[src/rtl/mem_load_verify_if.sv]
// Handshake, memory-bus and control/status bundle between the load/verify
// sequencer and its controller, upstream data source and the masked-write memory.
interface mem_load_verify_if #(
    parameter int DW = 8,
    parameter int AW = 4
);
    logic          start;
    logic          in_valid;
    logic [DW-1:0] in_data;
    logic          in_ready;
    logic          mem_wr;
    logic [AW-1:0] mem_addr;
    logic [DW-1:0] mem_data;
    logic [DW-1:0] mem_rd_data;
    logic          busy;
    logic          done;
    logic          err;
    logic [AW:0]   ro_err_cnt;
    logic [AW-1:0] first_err_addr;

    modport master (
        output start, in_valid, in_data, mem_rd_data,
        input  in_ready, mem_wr, mem_addr, mem_data, busy, done, err,
               ro_err_cnt, first_err_addr
    );

    modport slave (
        input  start, in_valid, in_data, mem_rd_data,
        output in_ready, mem_wr, mem_addr, mem_data, busy, done, err,
               ro_err_cnt, first_err_addr
    );
endinterface

[src/rtl/mem_load_verify.sv]
// Loads DEP words into the masked-write memory, reads them all back and flags
// write-protected bits that misread or a readback checksum that disagrees.
module mem_load_verify #(
    parameter int            DW      = 8,
    parameter int            AW      = 4,
    parameter int            DEP     = 16,
    parameter logic [DW-1:0] MASK    = 8'h5F,
    parameter logic [DW-1:0] DEFU    = 8'hFF,
    parameter int            WR_HOLD = 2
) (
    input  logic               clk,
    input  logic               rst,
    mem_load_verify_if.slave   bus
);
    localparam int SW = AW + DW;
    localparam int CW = AW + 1;
    localparam int HW = (WR_HOLD > 1) ? $clog2(WR_HOLD) : 1;
    localparam logic [AW-1:0] LAST_ADDR = AW'(DEP - 1);
    localparam logic [HW-1:0] LAST_HOLD = HW'(WR_HOLD - 1);

    typedef enum logic [2:0] {
        S_IDLE, S_ACCEPT, S_WRITE, S_SETTLE, S_RD_WAIT, S_CHECK, S_FINISH
    } state_t;

    // Word the memory will hold once its protected bits are forced to default.
    function automatic logic [DW-1:0] stored_word(input logic [DW-1:0] d);
        return (d & MASK) | (DEFU & ~MASK);
    endfunction

    function automatic logic [CW-1:0] sat_inc(input logic [CW-1:0] c);
        return (&c) ? c : c + CW'(1);
    endfunction

    state_t        state_q;
    logic [AW-1:0] addr_q;
    logic [DW-1:0] data_q;
    logic [HW-1:0] hold_q;
    logic          wr_q;
    logic          rdy_q;
    logic          busy_q;
    logic          done_q;
    logic          err_q;
    logic [CW-1:0] ro_cnt_q;
    logic [AW-1:0] first_q;
    logic [SW-1:0] exp_sum_q;
    logic [SW-1:0] rd_sum_q;

    logic          ro_bad;
    logic [CW-1:0] ro_cnt_d;
    logic [SW-1:0] exp_sum_d;
    logic [SW-1:0] rd_sum_d;

    assign ro_bad    = (bus.mem_rd_data & ~MASK) != (DEFU & ~MASK);
    assign ro_cnt_d  = ro_bad ? sat_inc(ro_cnt_q) : ro_cnt_q;
    assign exp_sum_d = exp_sum_q + {{AW{1'b0}}, stored_word(bus.in_data)};
    assign rd_sum_d  = rd_sum_q + {{AW{1'b0}}, bus.mem_rd_data};

    always_ff @(posedge clk or negedge rst) begin
        if (!rst) begin
            state_q   <= S_IDLE;
            addr_q    <= '0;
            data_q    <= '0;
            hold_q    <= '0;
            wr_q      <= 1'b0;
            rdy_q     <= 1'b0;
            busy_q    <= 1'b0;
            done_q    <= 1'b0;
            err_q     <= 1'b0;
            ro_cnt_q  <= '0;
            first_q   <= '0;
            exp_sum_q <= '0;
            rd_sum_q  <= '0;
        end else begin
            done_q <= 1'b0;
            case (state_q)
                S_IDLE: begin
                    if (bus.start) begin
                        err_q     <= 1'b0;
                        ro_cnt_q  <= '0;
                        first_q   <= '0;
                        exp_sum_q <= '0;
                        rd_sum_q  <= '0;
                        busy_q    <= 1'b1;
                        addr_q    <= '0;
                        rdy_q     <= 1'b1;
                        state_q   <= S_ACCEPT;
                    end
                end
                S_ACCEPT: begin
                    if (bus.in_valid && rdy_q) begin
                        data_q    <= bus.in_data;
                        exp_sum_q <= exp_sum_d;
                        rdy_q     <= 1'b0;
                        wr_q      <= 1'b1;
                        hold_q    <= '0;
                        state_q   <= S_WRITE;
                    end
                end
                S_WRITE: begin
                    if (hold_q == LAST_HOLD) begin
                        wr_q <= 1'b0;
                        if (addr_q == LAST_ADDR) begin
                            addr_q  <= '0;
                            state_q <= S_SETTLE;
                        end else begin
                            addr_q  <= addr_q + AW'(1);
                            rdy_q   <= 1'b1;
                            state_q <= S_ACCEPT;
                        end
                    end else begin
                        hold_q <= hold_q + HW'(1);
                    end
                end
                S_SETTLE:  state_q <= S_RD_WAIT;
                S_RD_WAIT: state_q <= S_CHECK;
                S_CHECK: begin
                    rd_sum_q <= rd_sum_d;
                    ro_cnt_q <= ro_cnt_d;
                    if (ro_bad && (ro_cnt_q == '0)) first_q <= addr_q;
                    // Verdict uses the just-updated totals so it is valid with done.
                    if (addr_q == LAST_ADDR) begin
                        err_q   <= (rd_sum_d != exp_sum_q) || (ro_cnt_d != '0);
                        done_q  <= 1'b1;
                        state_q <= S_FINISH;
                    end else begin
                        addr_q  <= addr_q + AW'(1);
                        state_q <= S_RD_WAIT;
                    end
                end
                S_FINISH: begin
                    busy_q  <= 1'b0;
                    state_q <= S_IDLE;
                end
                default: state_q <= S_IDLE;
            endcase
        end
    end

    assign bus.in_ready       = rdy_q;
    assign bus.mem_wr         = wr_q;
    assign bus.mem_addr       = addr_q;
    assign bus.mem_data       = data_q;
    assign bus.busy           = busy_q;
    assign bus.done           = done_q;
    assign bus.err            = err_q;
    assign bus.ro_err_cnt     = ro_cnt_q;
    assign bus.first_err_addr = first_q;
endmodule
[src/flat_wrapper.sv]
// flat-port wrapper written by rule: the top's interface ports become plain ports
module mem_load_verify_flat 
#(
    parameter int            DW      = 8,
    parameter int            AW      = 4,
    parameter int            DEP     = 16,
    parameter logic [DW-1:0] MASK    = 8'h5F,
    parameter logic [DW-1:0] DEFU    = 8'hFF,
    parameter int            WR_HOLD = 2
)
  (clk, rst, bus_start, bus_in_valid, bus_in_data, bus_mem_rd_data, bus_in_ready, bus_mem_wr, bus_mem_addr, bus_mem_data, bus_busy, bus_done, bus_err, bus_ro_err_cnt, bus_first_err_addr);
  mem_load_verify_if #(.DW(DW), .AW(AW)) bus_i ();
  input  logic clk;
  input  logic rst;
  input wire logic [$bits(bus_i.start)-1:0] bus_start;
  input wire logic [$bits(bus_i.in_valid)-1:0] bus_in_valid;
  input wire logic [$bits(bus_i.in_data)-1:0] bus_in_data;
  input wire logic [$bits(bus_i.mem_rd_data)-1:0] bus_mem_rd_data;
  output wire logic [$bits(bus_i.in_ready)-1:0] bus_in_ready;
  output wire logic [$bits(bus_i.mem_wr)-1:0] bus_mem_wr;
  output wire logic [$bits(bus_i.mem_addr)-1:0] bus_mem_addr;
  output wire logic [$bits(bus_i.mem_data)-1:0] bus_mem_data;
  output wire logic [$bits(bus_i.busy)-1:0] bus_busy;
  output wire logic [$bits(bus_i.done)-1:0] bus_done;
  output wire logic [$bits(bus_i.err)-1:0] bus_err;
  output wire logic [$bits(bus_i.ro_err_cnt)-1:0] bus_ro_err_cnt;
  output wire logic [$bits(bus_i.first_err_addr)-1:0] bus_first_err_addr;
  assign bus_i.start = bus_start;
  assign bus_i.in_valid = bus_in_valid;
  assign bus_i.in_data = bus_in_data;
  assign bus_i.mem_rd_data = bus_mem_rd_data;
  assign bus_in_ready = bus_i.in_ready;
  assign bus_mem_wr = bus_i.mem_wr;
  assign bus_mem_addr = bus_i.mem_addr;
  assign bus_mem_data = bus_i.mem_data;
  assign bus_busy = bus_i.busy;
  assign bus_done = bus_i.done;
  assign bus_err = bus_i.err;
  assign bus_ro_err_cnt = bus_i.ro_err_cnt;
  assign bus_first_err_addr = bus_i.first_err_addr;
  mem_load_verify #(.DW(DW), .AW(AW), .DEP(DEP), .MASK(MASK), .DEFU(DEFU), .WR_HOLD(WR_HOLD)) u_core (.clk(clk), .rst(rst), .bus(bus_i));
endmodule
[config.mk]
export PLATFORM = sky130hd
export DESIGN_NAME = mem_load_verify_flat
export DESIGN_NICKNAME = d
export VERILOG_FILES = /design/src/rtl/mem_load_verify_if.sv /design/src/rtl/mem_load_verify.sv /design/src/flat_wrapper.sv
export SDC_FILE = /design/constraint.sdc
export NUM_CORES = 1
export LEC_CHECK = 0
export ABC_AREA = 1
export CAP_MARGIN = 0
export CELL_PAD_IN_SITES_DETAIL_PLACEMENT = 0
export CELL_PAD_IN_SITES_GLOBAL_PLACEMENT = 1
export CORE_MARGIN = 2
export CORE_UTILIZATION = 40
export DETAILED_ROUTE_END_ITERATION = 10
export PLACE_DENSITY_LB_ADDON = 0.1
export SLEW_MARGIN = 20
export SYNTH_ARGS = -nofsm -noshare
export SYNTH_HDL_FRONTEND = slang
export SYNTH_SLANG_ARGS = --single-unit
[constraint.sdc]
create_clock -name clk -period 2.6 [get_ports clk]
set_clock_uncertainty 0.05 [all_clocks]
set_input_delay 0.65 -clock clk [delete_from_list [all_inputs] [get_ports clk]]
set_output_delay 0.65 -clock clk [all_outputs]
set_load 0.02 [all_outputs]
==> flow_metrics.py <==
metrics = {
    "outcome": {
        "status": "finished, final reports clean",
    },
    "yosys": {
        "synth_edf_count": 0,
        "synth_top_family_by_area": "simple AND/OR/NAND/NOR gates",
        "ys_async_sr_fraction_pct": 100.0,
        "seq_area_frac_synth_pct": 39.20,
        "synthSimpleGateAreaFrac_pct": 32.52,
        "synth_xor_area_share_pct": 2.686,
        "synth_area_sq_mm": 0.003447,
        "synthMuxAreaShare_pct": 0,
        "syn_inst": 467,
        "synth_nets": 506,
        "yosysTopAreaCell": "dfrtp_1",
        "ys_ff_latch": 54,
        "synth.area.top_cells": "dfrtp_1, nand2_1, nand3_1, ha_1, inv_1",
        "yosys.area_share.adder_pct": 7.332,
        "ys.warnings.count": 0,
        "synth_compound_area_share_pct": 10.67,
        "syn_avg_cell_area_sq_um": 7.381,
        "netlist.area_leader.share_pct": 39.20,
        "synth_flop_cell": "dfrtp_1",
        "synth.distinct_cells": 39,
    },
    "route": {
        "via_per_inst": 5.069,
        "ant_nets": 0,
        "first_pass_iters": 5,
        "wire_per_inst_um": 13.49,
        "vias": 3300,
        "wl_um": 8783,
        "remaining_drc_errors": 0,
        "drtIter0Drc": 109,
    },
    "timing": {
        "rsz0062_at_grt": "false",
        "hold_viol": 0,
        "finalCriticalPeriod_ps": 2395,
        "tightestPinTransition_ps": 574.5,
        "setup_ws_ps": 205.0,
        "slew_violations": 0,
        "fin_crit_sh_pct": 92.12,
        "max_clock_freq_mhz": 417.5,
        "finalSetupViolCount": 0,
        "slew_headroom_pct": 61.70,
        "whs_ps": 281.4,
    },
    "run": {
        "drv_cap": 0,
    },
    "setup_path": {
        "reg2regPathDepth": 14,
        "path_class": "in -> reg",
        "worstPathMaxFanout": 3,
        "critPathRequiredTime_ps": 2790,
        "reg2reg_slack_ps": 340,
        "r2r_start": "u_core.rd_sum_q[0]$_DFFE_PN0P_",
        "start_kind": "primary input",
        "critPathArrivalTime_ps": 2580,
        "cp-end-kind": "register",
        "r2r_end": "u_core.bus.err$_DFFE_PN0P_",
    },
    "global_routing": {
        "grt.total_usage_pct": 19.22,
        "antenna_found_initial": 0,
        "grt_max_degree": 33,
        "grt_pass1_vias": 3148,
        "grt_pass1_wl_um": 15100,
        "overflow": 0,
    },
    "clock_tree": {
        "cts_buffers": 5,
        "numClockSinks": 54,
        "cts-root-buf": "clkbuf_8",
        "cts_tree": "yes",
        "clk_latency_ps": 300,
        "cts.path.max_buffers": 2,
        "path_clk_slew_ps": 90,
        "htreeDepth": 2,
        "ctsHoldBuffers": 0,
    },
    "floorplan": {
        "initial_core_util_pct": 41.53,
        "fp.coreArea_sq_mm": 0.008299,
        "die_area_sq_mm": 0.009376,
        "die_y_um": 96.83,
        "ios": 46,
        "rows": 33,
        "die_x_um": 96.83,
    },
    "place": {
        "place_inst": 643,
        "routabilityCongestion": 0.8603,
        "dp.final_hpwl_um": 6974,
        "dp_slack_ps": -335.6,
        "numPortBuffers": 45,
    },
    "layout": {
        "layout-drive-gt1-share_pct": 12.45,
        "fin_cells": 651,
        "fin_nets": 584,
        "diodes": 0,
        "utilization_pct": 53.17,
        "fillers": 815,
        "final_cell_mix": "nand2_1, dfrtp_1, inv_1",
        "final_common_cell": "nand2_1",
        "syn2layout_area_growth_pct": 28.02,
    },
    "power": {
        "irDropWorstVdd_mv": 0.5202,
        "power.leakage_nw": 2.239,
        "power_density_mw_per_mm2": 937.1,
    },
    "hold_path": {
        "hp-class": "in -> async",
    },
}
## worst max-delay path by stage
stage | startpoint | to | depth (start not counted)
after floorplan | bus_mem_rd_data[0] | u_core.bus.err$_DFFE_PN0P_ | 14
after global placement | bus_mem_rd_data[0] | u_core.bus.err$_DFFE_PN0P_ | 15
after detailed placement | bus_mem_rd_data[0] | u_core.bus.err$_DFFE_PN0P_ | 15
after CTS | bus_mem_rd_data[0] | u_core.bus.err$_DFFE_PN0P_ | 16
after global routing | bus_mem_rd_data[5] | u_core.bus.err$_DFFE_PN0P_ | 16
final | bus_in_data[0] | u_core.exp_sum_q[10]$_DFFE_PN0P_ | 14
## sequential cells by signal, indices dropped and copies added, names as in the netlist
| register | flops |
|---|---|
| u_core.bus.busy | 1 |
| u_core.hold_q | 1 |
| u_core.bus.in_ready | 1 |
| u_core.bus.ro_err_cnt | 5 |
| u_core.exp_sum_q | 12 |
| u_core.bus.first_err_addr | 4 |
| u_core.rd_sum_q | 12 |
| u_core.state_q | 3 |
| u_core.bus.err | 1 |
| u_core.bus.mem_data | 8 |
| u_core.bus.mem_addr | 4 |
| u_core.bus.mem_wr | 1 |
| u_core.bus.done | 1 |
## where the power goes
group	switching (W)	internal, W	leakage (nW)	total, W
Sequential	0.000236	0.00109	0.709	0.00133
Clock	0.000268	0.000269	0.0575	0.000538
Combinational	0.00135	0.000924	1.47	0.00227
## critical path, cell delays in order
cell             delay (ps)
clkdlybuf4s50_1         440
ha_1                    240
fa_1                    390
nand2_1                  70
inv_1                    50
o21ai_1                 110
nand2_1                  80
nand2_1                  80
nand2_1                  60
nand2_1                  90
nand3_2                 100
nand3_2                  80
o21ai_1                  50
a21oi_1                 100
## area by class of cell
cell class | instances | area [sq um] | share of cell area, %
multi-input combinational | 347 | 1894 | 42.93
sequential | 54 | 1351 | 30.62
timing repair buffer | 75 | 688.2 | 15.59
inverter | 62 | 237.7 | 5.387
tap | 105 | 131.4 | 2.977
clock buffer | 8 | 110.1 | 2.495
## cells by family after synthesis
group                    count (synthesis)
AND/OR/NAND/NOR                        254
buffers and inverters                   66
flip-flops                              54
XOR/XNOR                                 9
AO/OA/AOI/OAI                           65
adder cells (fa/ha/maj)                 19
## per-stage QoR
stage          power (W)  TNS [ps]  instance area [sq um]
6_report        0.004135         0                   4413
5_1_grt         0.004530         0                   4413
4_1_cts         0.004127         0                   4353
3_5_place_dp    0.003569    -972.8                   4238
3_3_place_gp    0.003544    -811.7                   4238
2_1_floorplan   0.002790         0                   3447
## synthesized netlist by cell type (2+ instances only)
cell type,count
ha_1,17
a22o_1,2
inv_4,2
nor2_1,34
a21oi_1,22
xnor2_1,4
xor2_1,4
nand2_1,149
o21ai_1,2
clkbuf_1,2
o21ai_0,24
nand3_2,2
fa_1,2
nand4_1,7
nand3_1,50
inv_1,52
a32o_1,3
dfrtp_1,54
inv_2,7
o22ai_1,8
nand3b_1,2
## layer usage
layer	GRT usage [%]	part of all wire, %
met1	27.17	49
met2	30.82	45
met3	2.746	3.8
met4	5.417	1.8
met5	0	0
## timing repair
action	4_1_cts	5_1_grt
resized for setup	1	12
endpoints found under the hold margin	0	0
setup buffers	0	0
setup endpoints to repair	1	3
pin swaps	0	8
Power figures use the tool's default switching activity.
